[src/rtl/lsu_pkg.sv]
// Shared definitions for the load/store unit memory master: RV32I funct3
// encodings, the controller state enum and the request legality check.
package lsu_pkg;

  // Load funct3 encodings
  localparam logic [2:0] F3_LB  = 3'b000;
  localparam logic [2:0] F3_LH  = 3'b001;
  localparam logic [2:0] F3_LW  = 3'b010;
  localparam logic [2:0] F3_LBU = 3'b100;
  localparam logic [2:0] F3_LHU = 3'b101;

  // Store funct3 encodings
  localparam logic [2:0] F3_SB  = 3'b000;
  localparam logic [2:0] F3_SH  = 3'b001;
  localparam logic [2:0] F3_SW  = 3'b010;

  typedef enum logic [1:0] {
    ST_IDLE      = 2'd0,
    ST_ACCESS    = 2'd1,
    ST_LOAD_WAIT = 2'd2,
    ST_RESP      = 2'd3
  } lsu_state_t;

  // A request is an error when its funct3 is not a legal encoding for its
  // direction, or when the access is not naturally aligned to its size.
  function automatic logic lsu_req_error(input logic       we,
                                         input logic [2:0] funct3,
                                         input logic [1:0] offset);
    logic err;
    err = 1'b1;
    if (we) begin
      case (funct3)
        F3_SB:   err = 1'b0;
        F3_SH:   err = offset[0];
        F3_SW:   err = |offset;
        default: err = 1'b1;
      endcase
    end else begin
      case (funct3)
        F3_LB:   err = 1'b0;
        F3_LH:   err = offset[0];
        F3_LW:   err = |offset;
        F3_LBU:  err = 1'b0;
        F3_LHU:  err = offset[0];
        default: err = 1'b1;
      endcase
    end
    return err;
  endfunction

endpackage

[src/rtl/lsu_load_extract.sv]
// Combinational load data alignment: shifts the addressed byte/halfword of the
// RAM word down to bit 0 and applies sign or zero extension.
module lsu_load_extract
  import lsu_pkg::*;
(
  input  logic [31:0] mem_do,
  input  logic [1:0]  offset,
  input  logic [2:0]  funct3,
  output logic [31:0] result
);

  logic [31:0] shifted;

  // Byte offset selects how far the word is shifted right.
  assign shifted = mem_do >> {offset, 3'b000};

  // Extend the low byte/halfword according to the load type; LW passes through.
  always_comb begin
    result = shifted;
    case (funct3)
      F3_LB:   result = {{24{shifted[7]}}, shifted[7:0]};
      F3_LH:   result = {{16{shifted[15]}}, shifted[15:0]};
      F3_LBU:  result = {24'h000000, shifted[7:0]};
      F3_LHU:  result = {16'h0000, shifted[15:0]};
      default: result = shifted;
    endcase
  end

endmodule

[src/rtl/lsu_mem_master.sv]
// Load/store unit memory master: accepts one core request at a time, issues a
// single registered access to a byte-write RAM with one-cycle read latency,
// and returns a held response (extended load data or an error flag).
module lsu_mem_master
  import lsu_pkg::*;
#(
  parameter int ADDRESS_LENGTH = 11,
  parameter int DATA_LENGTH    = 32
) (
  input  logic                      CLK,
  input  logic                      RST,
  input  logic                      req_valid,
  output logic                      req_ready,
  input  logic                      req_we,
  input  logic [2:0]                req_funct3,
  input  logic [31:0]               req_addr,
  input  logic [DATA_LENGTH-1:0]    req_wdata,
  output logic                      resp_valid,
  input  logic                      resp_ready,
  output logic [DATA_LENGTH-1:0]    resp_rdata,
  output logic                      resp_err,
  output logic                      MEM_EN,
  output logic [3:0]                MEM_WE,
  output logic [ADDRESS_LENGTH-1:0] MEM_A,
  output logic [DATA_LENGTH-1:0]    MEM_Di,
  input  logic [DATA_LENGTH-1:0]    MEM_Do
);

  localparam int NUM_LANES = DATA_LENGTH / 8;

  lsu_state_t state_reg, state_next;

  // Memory-side outputs are registers so the RAM sees clean, glitch-free
  // controls for the whole ACCESS cycle. MEM_Di doubles as the latched
  // store data, and MEM_A holds the latched word address.
  logic                      mem_en_reg, mem_en_next;
  logic [3:0]                mem_we_reg, mem_we_next;
  logic [ADDRESS_LENGTH-1:0] mem_a_reg, mem_a_next;
  logic [DATA_LENGTH-1:0]    mem_di_reg, mem_di_next;

  // Only the pieces of the request still needed after acceptance are kept:
  // direction, funct3 and the byte offset used by load extraction.
  logic                      we_reg, we_next;
  logic [2:0]                funct3_reg, funct3_next;
  logic [1:0]                offset_reg, offset_next;

  logic [DATA_LENGTH-1:0]    resp_rdata_reg, resp_rdata_next;
  logic                      resp_err_reg, resp_err_next;

  logic                      req_error;
  logic [DATA_LENGTH-1:0]    sb_data;
  logic [DATA_LENGTH-1:0]    sh_data;
  logic [DATA_LENGTH-1:0]    store_di;
  logic [3:0]                store_we;
  logic [31:0]               load_result;

  // Address bits above the RAM size are deliberately dropped (wrap-around).
  logic                      unused_addr_bits;
  assign unused_addr_bits = ^req_addr[31:ADDRESS_LENGTH+2];

  assign req_error = lsu_req_error(req_we, req_funct3, req_addr[1:0]);

  // Replicate the store byte/halfword across all lanes; MEM_WE picks the lane.
  genvar gi;
  generate
    for (gi = 0; gi < NUM_LANES; gi++) begin : g_lane
      assign sb_data[8*gi +: 8] = req_wdata[7:0];
      assign sh_data[8*gi +: 8] = req_wdata[8*(gi % 2) +: 8];
    end
  endgenerate

  // Store lane data and byte enables for the incoming request.
  always_comb begin
    store_di = req_wdata;
    store_we = 4'b1111;
    case (req_funct3)
      F3_SB: begin
        store_di = sb_data;
        store_we = 4'b0001 << req_addr[1:0];
      end
      F3_SH: begin
        store_di = sh_data;
        store_we = 4'b0011 << req_addr[1:0];
      end
      default: begin
        store_di = req_wdata;
        store_we = 4'b1111;
      end
    endcase
  end

  lsu_load_extract u_load_extract (
    .mem_do (MEM_Do),
    .offset (offset_reg),
    .funct3 (funct3_reg),
    .result (load_result)
  );

  // Controller state register.
  always_ff @(posedge CLK) begin
    if (RST) begin
      state_reg <= ST_IDLE;
    end else begin
      state_reg <= state_next;
    end
  end

  // Next-state and next register values; memory enables default to idle so
  // they can only be asserted for the single cycle spent in ACCESS.
  always_comb begin
    state_next      = state_reg;
    mem_en_next     = 1'b0;
    mem_we_next     = 4'b0000;
    mem_a_next      = mem_a_reg;
    mem_di_next     = mem_di_reg;
    we_next         = we_reg;
    funct3_next     = funct3_reg;
    offset_next     = offset_reg;
    resp_rdata_next = resp_rdata_reg;
    resp_err_next   = resp_err_reg;
    case (state_reg)
      ST_IDLE: begin
        if (req_valid) begin
          we_next     = req_we;
          funct3_next = req_funct3;
          offset_next = req_addr[1:0];
          if (req_error) begin
            // Illegal requests answer immediately and never touch the RAM.
            state_next      = ST_RESP;
            resp_err_next   = 1'b1;
            resp_rdata_next = '0;
          end else begin
            state_next    = ST_ACCESS;
            resp_err_next = 1'b0;
            mem_en_next   = 1'b1;
            mem_a_next    = req_addr[ADDRESS_LENGTH+1:2];
            if (req_we) begin
              mem_di_next = store_di;
              mem_we_next = store_we;
            end
          end
        end
      end
      ST_ACCESS: begin
        if (we_reg) begin
          state_next      = ST_RESP;
          resp_rdata_next = '0;
        end else begin
          state_next = ST_LOAD_WAIT;
        end
      end
      ST_LOAD_WAIT: begin
        // RAM data is only valid this one cycle; it reads zero once EN drops.
        resp_rdata_next = load_result;
        state_next      = ST_RESP;
      end
      ST_RESP: begin
        if (resp_ready) begin
          state_next = ST_IDLE;
        end
      end
      default: begin
        state_next = ST_IDLE;
      end
    endcase
  end

  // Datapath and output registers.
  always_ff @(posedge CLK) begin
    if (RST) begin
      mem_en_reg     <= 1'b0;
      mem_we_reg     <= 4'b0000;
      mem_a_reg      <= '0;
      mem_di_reg     <= '0;
      we_reg         <= 1'b0;
      funct3_reg     <= 3'b000;
      offset_reg     <= 2'b00;
      resp_rdata_reg <= '0;
      resp_err_reg   <= 1'b0;
    end else begin
      mem_en_reg     <= mem_en_next;
      mem_we_reg     <= mem_we_next;
      mem_a_reg      <= mem_a_next;
      mem_di_reg     <= mem_di_next;
      we_reg         <= we_next;
      funct3_reg     <= funct3_next;
      offset_reg     <= offset_next;
      resp_rdata_reg <= resp_rdata_next;
      resp_err_reg   <= resp_err_next;
    end
  end

  assign req_ready  = (state_reg == ST_IDLE);
  assign resp_valid = (state_reg == ST_RESP);
  assign resp_rdata = resp_rdata_reg;
  assign resp_err   = resp_err_reg;
  assign MEM_EN     = mem_en_reg;
  assign MEM_WE     = mem_we_reg;
  assign MEM_A      = mem_a_reg;
  assign MEM_Di     = mem_di_reg;

endmodule

[config.mk]
export PLATFORM = sky130hd
export DESIGN_NAME = lsu_mem_master
export DESIGN_NICKNAME = d
export VERILOG_FILES = /design/src/rtl/lsu_pkg.sv /design/src/rtl/lsu_load_extract.sv /design/src/rtl/lsu_mem_master.sv
export SDC_FILE = /design/constraint.sdc
export NUM_CORES = 1
export LEC_CHECK = 0
export CAP_MARGIN = 20
export CORE_MARGIN = 2
export CORE_UTILIZATION = 47
export CTS_BUF_LIST = sky130_fd_sc_hd__clkbuf_4
export DETAILED_ROUTE_END_ITERATION = 8
export PLACE_DENSITY = 0.95
export SYNTH_ARGS = -nofsm -noshare
export SYNTH_HDL_FRONTEND = slang
export SYNTH_SLANG_ARGS = --single-unit
[constraint.sdc]
create_clock -name CLK -period 5 [get_ports CLK]
set_input_delay 1 -clock CLK [delete_from_list [all_inputs] [get_ports CLK]]
set_output_delay 1 -clock CLK [all_outputs]
set_load 0.02 [all_outputs]
* Yosys cells after proc, flatten, opt, wreduce, memory -nomap -nowiden *
Index checks and enable logic that the tools add are counted.

storage, ports and cells
  bits of input ports = 104
  latch bits = 0
  memories = 0
  bits in read-only memories = 0
  logic and storage cells = 62
  bits in writable memories = 0
  bits in registers = 89
  output and inout bits = 83

operators by class
  muxes and demuxes = 17
  bitwise gates (word level) = 4
  reductions and logical operators = 14
  add/subtract/negate cells = 0
  shift operators = 3
  divide/modulo/power cells = 0
  equality and inequality tests = 14
  magnitude comparators = 0
  multiply operators = 0

operators with widths
  operator                                                           count
  32-bit case mux with 4 select lines                                1
  32-bit two-way mux                                                 3
  32-bit case mux with 3 select lines                                1
  32-bit case mux with 2 select lines                                1
  32-bit by 5-bit >> shifter with 32-bit output                      1
  3-bit == test, second input constant                               4
  2-bit case mux with 4 select lines                                 1
  4-bit case mux with 2 select lines                                 1
  4-bit AND reduction                                                2
  3-bit by 1-bit == test with 1-bit output, second input constant    2
  3-bit logical NOT                                                  2
  2-bit two-way mux                                                  3
  1-bit case mux with 3 select lines                                 2
  2-bit OR reduction                                                 3
  5-bit OR reduction                                                 1
  2-bit == test, second input constant                               2
  1-bit two-way mux                                                  4
  2-bit by 1-bit != test with 1-bit output, second input constant    2
  2-bit != test, second input constant                               2
  1-bit NOT                                                          4
  2-bit AND reduction                                                2
  1-bit by 2-bit left shift with 4-bit output, first input constant  1
  2-bit by 2-bit left shift with 4-bit output, first input constant  1
  3-bit by 2-bit == test with 1-bit output, second input constant    1
  5 further kinds                                                    5

* Depth between registers and ports, before layout *
  word-level depth = 7
  gate-level depth with buffers = 9
  gate-level depth less buffers = 7

* Cells and area by module *
A second synthesis with hierarchy kept.

second synthesis, totals
  cells, all modules = 533
  area, all modules = 4533.1 µm²

modules (own cells, without submodules)
  module            times used  cells each  area an instance (µm²)
  lsu_mem_master    1           426         3838.7
  lsu_load_extract  1           107         694.4

* Worst setup path after synthesis *
OpenSTA, ideal clock, no wires.

  path type = input to register
  start = in req_addr[0]
  end = reg resp_rdata_reg[20], in the netlist resp_rdata[20]
  stages on the path = 8
  slack = 2656 ps
  buffers on the path = 3
  arrival time = 2201 ps
  setup time = 143 ps
  required time = 4857 ps
  cells stage by stage = buf_6 > nor4_2 > nor2_2 > a31o_2 > buf_6 > buf_4 > nor2_1 > a211oi_2

on the way
  word-level cells in the longest chain between the ends = 5
  elaborated cells on any way between the ends = 6
  those cells by class = 1 x eq/ne; 3 x mux; 2 x reduce/logical

RTL lines
  what                                                          line                          text
  start, declared                                               lsu_mem_master.sv:16          input logic [31:0] req_addr,
  2-bit OR reduction                                            lsu_pkg.sv:35, lsu_pkg.sv:42
  1-bit case mux with 3 select lines, on equally long branches  lsu_pkg.sv:39, lsu_pkg.sv:32
  1-bit two-way mux *                                           lsu_pkg.sv:31                 if (we) begin
  2-bit by 1-bit != test with 1-bit output (no line) *          --
  4-bit AND reduction (no line) *                               --
  end signal, assigned                                          lsu_mem_master.sv:188         resp_rdata_reg <= resp_rdata_next;
  end, declared                                                 lsu_mem_master.sv:47          logic [DATA_LENGTH-1:0] resp_rdata_reg, resp_rdata_next;

Mark *: on every way between the ends. The rest lies on a longest branch, timed or not.
A chain may end at the register's enable or synchronous reset.

* Worst setup path in the final report *
  start = in req_funct3[0]
  end = reg resp_rdata_reg[10], in the netlist resp_rdata[10]

on the way
  word-level cells in the longest chain between the ends = 6
  elaborated cells on any way between the ends = 12
  those cells by class = 5 x eq/ne; 3 x mux; 4 x reduce/logical

RTL lines
  what                                                                    line                          text
  start, declared                                                         lsu_mem_master.sv:15          input logic [2:0] req_funct3,
  3-bit by 1-bit == test with 1-bit output, or another cell as far along  lsu_pkg.sv:32, lsu_pkg.sv:39
  2-bit OR reduction (no line)                                            --
  1-bit case mux with 3 select lines                                      lsu_pkg.sv:39                 case (funct3)
  1-bit two-way mux *                                                     lsu_pkg.sv:31
  2-bit by 1-bit != test with 1-bit output (no line) *                    --
  4-bit AND reduction (no line) *                                         --

Marks and branches as above.

==> report_table.html <==
<table>
<tr><th>Metric</th><th>Value</th></tr>
<tr><th colspan="2">Finish</th></tr>
<tr><td>Leading cell type in the layout, fill and taps excluded</td><td>clkdlybuf4s50_1</td></tr>
<tr><td>Fraction of final layout cells sized beyond drive strength 1</td><td>0.0873</td></tr>
<tr><td>Commonest non-fill, non-tap cells in the layout</td><td>166 x clkdlybuf4s50_1, 89 x dfxtp_1, 89 x nand2_1, 47 x nor2_1, 35 x a21oi_1</td></tr>
<tr><td>Signed area change from the synthesized netlist to the final layout</td><td>39.7%</td></tr>
<tr><td>Layout Nets</td><td>roughly 730</td></tr>
<tr><td>Ant diodes</td><td>0</td></tr>
<tr><th colspan="2">Global routing</th></tr>
<tr><td>Initial antenna violation count</td><td>0</td></tr>
<tr><td>Number of global-route vias before repair</td><td>4213</td></tr>
<tr><td>Global-route usage over all layers</td><td>0.256</td></tr>
<tr><td>Wire length of the first global-routing pass</td><td>20.7 mm</td></tr>
<tr><td>Maximum number of pins on one net before global-route repair</td><td>78</td></tr>
<tr><td>Overall overflow remaining after global route</td><td>0</td></tr>
<tr><th colspan="2">Power and ir drop</th></tr>
<tr><td>Internal power of the cells</td><td>roughly 1.4 mW</td></tr>
<tr><td>Leakage power</td><td>just over 2 nW</td></tr>
<tr><td>Highest ir drop seen on vdd</td><td>0.190 mV</td></tr>
<tr><td>Combinational share of power</td><td>0.455</td></tr>
<tr><td>Total power after layout</td><td>2.33 mW</td></tr>
<tr><td>Power share of the sequential group</td><td>0.392</td></tr>
<tr><td>Cell area power density</td><td>389 nW/um2</td></tr>
<tr><td>Part of the power in the clock network</td><td>0.153</td></tr>
<tr><td>Sw frac</td><td>0.406</td></tr>
<tr><td>Power spent charging and discharging nets</td><td>0.946 mW</td></tr>
<tr><th colspan="2">Synthesis</th></tr>
<tr><td>Share of synthesized cell area in and, or, nand and nor gates</td><td>0.173</td></tr>
<tr><td>Net count after synthesis</td><td>595</td></tr>
<tr><td>Top-area cell type share of the netlist area</td><td>0.415</td></tr>
<tr><td>Ranking of synthesized cells by area</td><td>dfxtp_1 41%, nand2_1 7.8%, mux2i_1 5.6%, mux2_2 4.2%, nor2_1 4.1%</td></tr>
<tr><td>Synth Area per Inst</td><td>8.82 um2</td></tr>
<tr><td>Proportion of synthesized flip-flops having asynchronous set or reset</td><td>0</td></tr>
<tr><td>Gate count of the mapped netlist</td><td>~490</td></tr>
<tr><td>Main combinational cell family by area after synthesis</td><td>compound AO/OA/AOI/OAI gates</td></tr>
<tr><td>Share of synthesized cell area in full adder, half adder and majority cells</td><td>0.0117</td></tr>
<tr><td>Post-synthesis cell type count</td><td>50</td></tr>
<tr><td>Most area-hungry cell type in the Yosys netlist</td><td>dfxtp_1</td></tr>
<tr><td>Fraction of the mapped netlist area in compound gates</td><td>0.240</td></tr>
<tr><td>Ys Warns</td><td>0</td></tr>
<tr><td>Number of register bits inferred by synthesis</td><td>between 80 and 90</td></tr>
<tr><td>Multiplexer fraction of the synthesized cell area</td><td>0.0979</td></tr>
<tr><td>Area of the mapped netlist</td><td>approximately 4300 um2</td></tr>
<tr><td>Main flop type after synthesis</td><td>dfxtp_1</td></tr>
<tr><td>Post-synthesis sequential area ratio</td><td>0.415</td></tr>
<tr><td>Parity-gate share of the synthesized area counting xor and xnor cells</td><td>0.00204</td></tr>
<tr><td>Number of enable flip-flop cells after synthesis</td><td>0</td></tr>
<tr><th colspan="2">Clocking</th></tr>
<tr><td>Post-CTS Setup Inserts</td><td>0</td></tr>
<tr><td>Buffers from clock root to sink, at most</td><td>2</td></tr>
<tr><td>Cts hold-fix bufs</td><td>0</td></tr>
<tr><td>Clock tree from TritonCTS</td><td>built</td></tr>
<tr><td>Clock latency on the worst-skew pair</td><td>0.44 ns</td></tr>
<tr><td># clock sinks</td><td>89</td></tr>
<tr><td>Clock Tree Root</td><td>clkbuf_4</td></tr>
<tr><td>CTS buffer count</td><td>9</td></tr>
<tr><td>Clock-pin slew on the worst setup and hold paths</td><td>around 0.15 ns</td></tr>
<tr><td>Count of instances resized after the clock tree is built</td><td>0</td></tr>
<tr><td>H-tree depth</td><td>3</td></tr>
<tr><th colspan="2">Setup path</th></tr>
<tr><td>CP Class</td><td>in -&gt; reg</td></tr>
<tr><td>Capturing element type of the critical path</td><td>register</td></tr>
<tr><td>Biggest fanout along the worst timing path</td><td>26</td></tr>
<tr><td>Critical Path AT</td><td>3.70 ns</td></tr>
<tr><td>Worst setup SP type</td><td>input port</td></tr>
<tr><td>Required arrival time at the worst endpoint</td><td>5.34 ns</td></tr>
<tr><th colspan="2">Routing</th></tr>
<tr><td>Number of nets still failing antenna checks after routing</td><td>0</td></tr>
<tr><td>Routed metal-1 wirelength</td><td>5.20 mm</td></tr>
<tr><td>Number of design rule violations left after detail routing</td><td>0</td></tr>
<tr><td>Initial drt markers</td><td>approximately 160</td></tr>
<tr><td>Wire length on met3</td><td>1.06 mm</td></tr>
<tr><td>Total wire length after detailed routing</td><td>12.9 mm</td></tr>
<tr><td>Via count</td><td>roughly 4200</td></tr>
<tr><td>Highest Signal Layer</td><td>met4</td></tr>
<tr><td>Met2 WL post-DR</td><td>around 6.4 mm</td></tr>
<tr><td>Iteration count of the initial detailed-routing pass</td><td>5</td></tr>
<tr><td>Via density per instance</td><td>5.73</td></tr>
<tr><td>Average wire length per cell after detail routing</td><td>about 17 um</td></tr>
<tr><th colspan="2">STA</th></tr>
<tr><td>Number of hold violations in the final report</td><td>0</td></tr>
<tr><td>Final worst path period need</td><td>3.36 ns</td></tr>
<tr><td>Slew margin rel.</td><td>0.312</td></tr>
<tr><td>Fmax</td><td>297 MHz</td></tr>
<tr><td>Final Max Slew Viols</td><td>0</td></tr>
<tr><td>Worst Clk Skew</td><td>0.0147 ns</td></tr>
<tr><td>Total Negative Setup Slacks</td><td>0 ns</td></tr>
<tr><td>Setup-failing EPs final</td><td>0</td></tr>
<tr><td>RSZ-0062 raised after global routing</td><td>false</td></tr>
<tr><td>Final worst path period share</td><td>0.673</td></tr>
<tr><td>Transition time at the pin with the least slew margin</td><td>just over 1 ns</td></tr>
<tr><th colspan="2">Flow run</th></tr>
<tr><td>Max-Cap Viols</td><td>0</td></tr>
<tr><th colspan="2">Floorplan</th></tr>
<tr><td>Die boundary width</td><td>99.6 um</td></tr>
<tr><td>Count of standard-cell rows</td><td>34</td></tr>
<tr><td>Die Area</td><td>between 9000 and 10000 um2</td></tr>
<tr><td>Initial cell density of the core</td><td>0.488</td></tr>
<tr><td>Area of the core region</td><td>8810 um2</td></tr>
<tr><td>Vertical extent of the die</td><td>99.6 um</td></tr>
<tr><td>Ports</td><td>187</td></tr>
<tr><th colspan="2">Placement</th></tr>
<tr><td>Routability Congestion</td><td>0.871</td></tr>
<tr><td>Number of buffers added on ports</td><td>167</td></tr>
<tr><td>Total half-perimeter wirelength after legalization and detailed placement</td><td>a little over 9 mm</td></tr>
<tr><th colspan="2">Worst hold path</th></tr>
<tr><td>HP Class</td><td>reg -&gt; reg</td></tr>
<tr><th colspan="2">Run status</th></tr>
<tr><td>Outcome</td><td>completed</td></tr>
</table>
-- power groups by stage --
stage	registers (mW)	clock network, mW	logic, mW
6_report	0.914	0.357	1.06
5_1_grt	0.929	0.392	1.14
4_1_cts	0.914	0.363	1.06
3_5_place_dp	0.930	0	1.06
3_3_place_gp	0.924	0	1.02
2_1_floorplan	1.03	0	0.595
-- cells by family (layout without fill, tap and decap cells) --
group | count (synthesis) | count (layout)
AOI/OAI and AO/OA | 137 | 137
xor gates and xnor gates | 1 | 1
adders and majority gates | 4 | 4
buffers and inverters | 49 | 192
DFF | 89 | 89
muxes | 40 | 40
and+or+nand+nor | 167 | 167
-- final timing paths --
path	end	cells past startpoint	slack, ns	startpoint
hold / removal	resp_rdata[6]	2	0.47	resp_rdata[6]
setup / recovery	resp_rdata[10]	6	1.64	req_funct3[0]
hold reg to reg	resp_rdata[6]	2	0.47	resp_rdata[6]
setup reg to reg	MEM_Di[15]	6	2.49	state_reg[0]
-- Yosys cell counts (6+ instances only) --
cell and instances:
dfxtp_1 89, nand2_1 89, nor2_1 47, a21oi_1 35
mux2i_1 24, a211oi_1 22, clkbuf_1 17, mux2_2 16
o21ai_0 14, a22o_1 11, buf_2 11, a211oi_2 10
nand3b_1 9, a311oi_1 8, o2111ai_1 8, o211ai_1 7
o31ai_1 7, buf_4 6
-- critical path: stages --
cell and delay (ns):
clkdlybuf4s50_1 1.05, a221oi_2 0.18, nor2_2 0.35, a31o_2 0.59, o21ai_2 0.23, o31ai_1 0.29
-- layout make-up --
| cell class | instances | area (um2) |
|---|---|---|
| Inverter | 5 | 18.8 |
| Timing Repair Buffer | 171 | 1700 |
| Sequential cell | 89 | 1780 |
| Clock buffer | 9 | 67.6 |
| Clock inverter | 7 | 46.3 |
| Tap cell | 108 | 135 |
| Fill cell | 679 | 2810 |
| Multi-Input combinational cell | 349 | 2250 |
-- metrics by stage --
step / utilization / cell area, um2 / instances / hold WS [ns] / setup WS, ns
after global routing: 0.681 / 6000 / 738 / 0.490 / 1.42
final: 0.681 / 6000 / 738 / 0.469 / 1.64
after floorplan: - / 4290 / 487 / 0.451 / 2.66
after global placement: 0.668 / 5890 / 722 / 0.440 / 1.31
after detailed placement: 0.668 / 5890 / 722 / 0.443 / 1.18
after CTS: 0.681 / 6000 / 738 / 0.462 / 1.65
-- layer usage --
metal / vias to the layer above / GRT usage
li1: 2018 / -
met1: 2008 / 0.304
met2: 189 / 0.452
met3: 14 / 0.0682
met4: 0 / 0.0801
met5: - / 0
No activity file was read; power rests on OpenSTA's default activity.
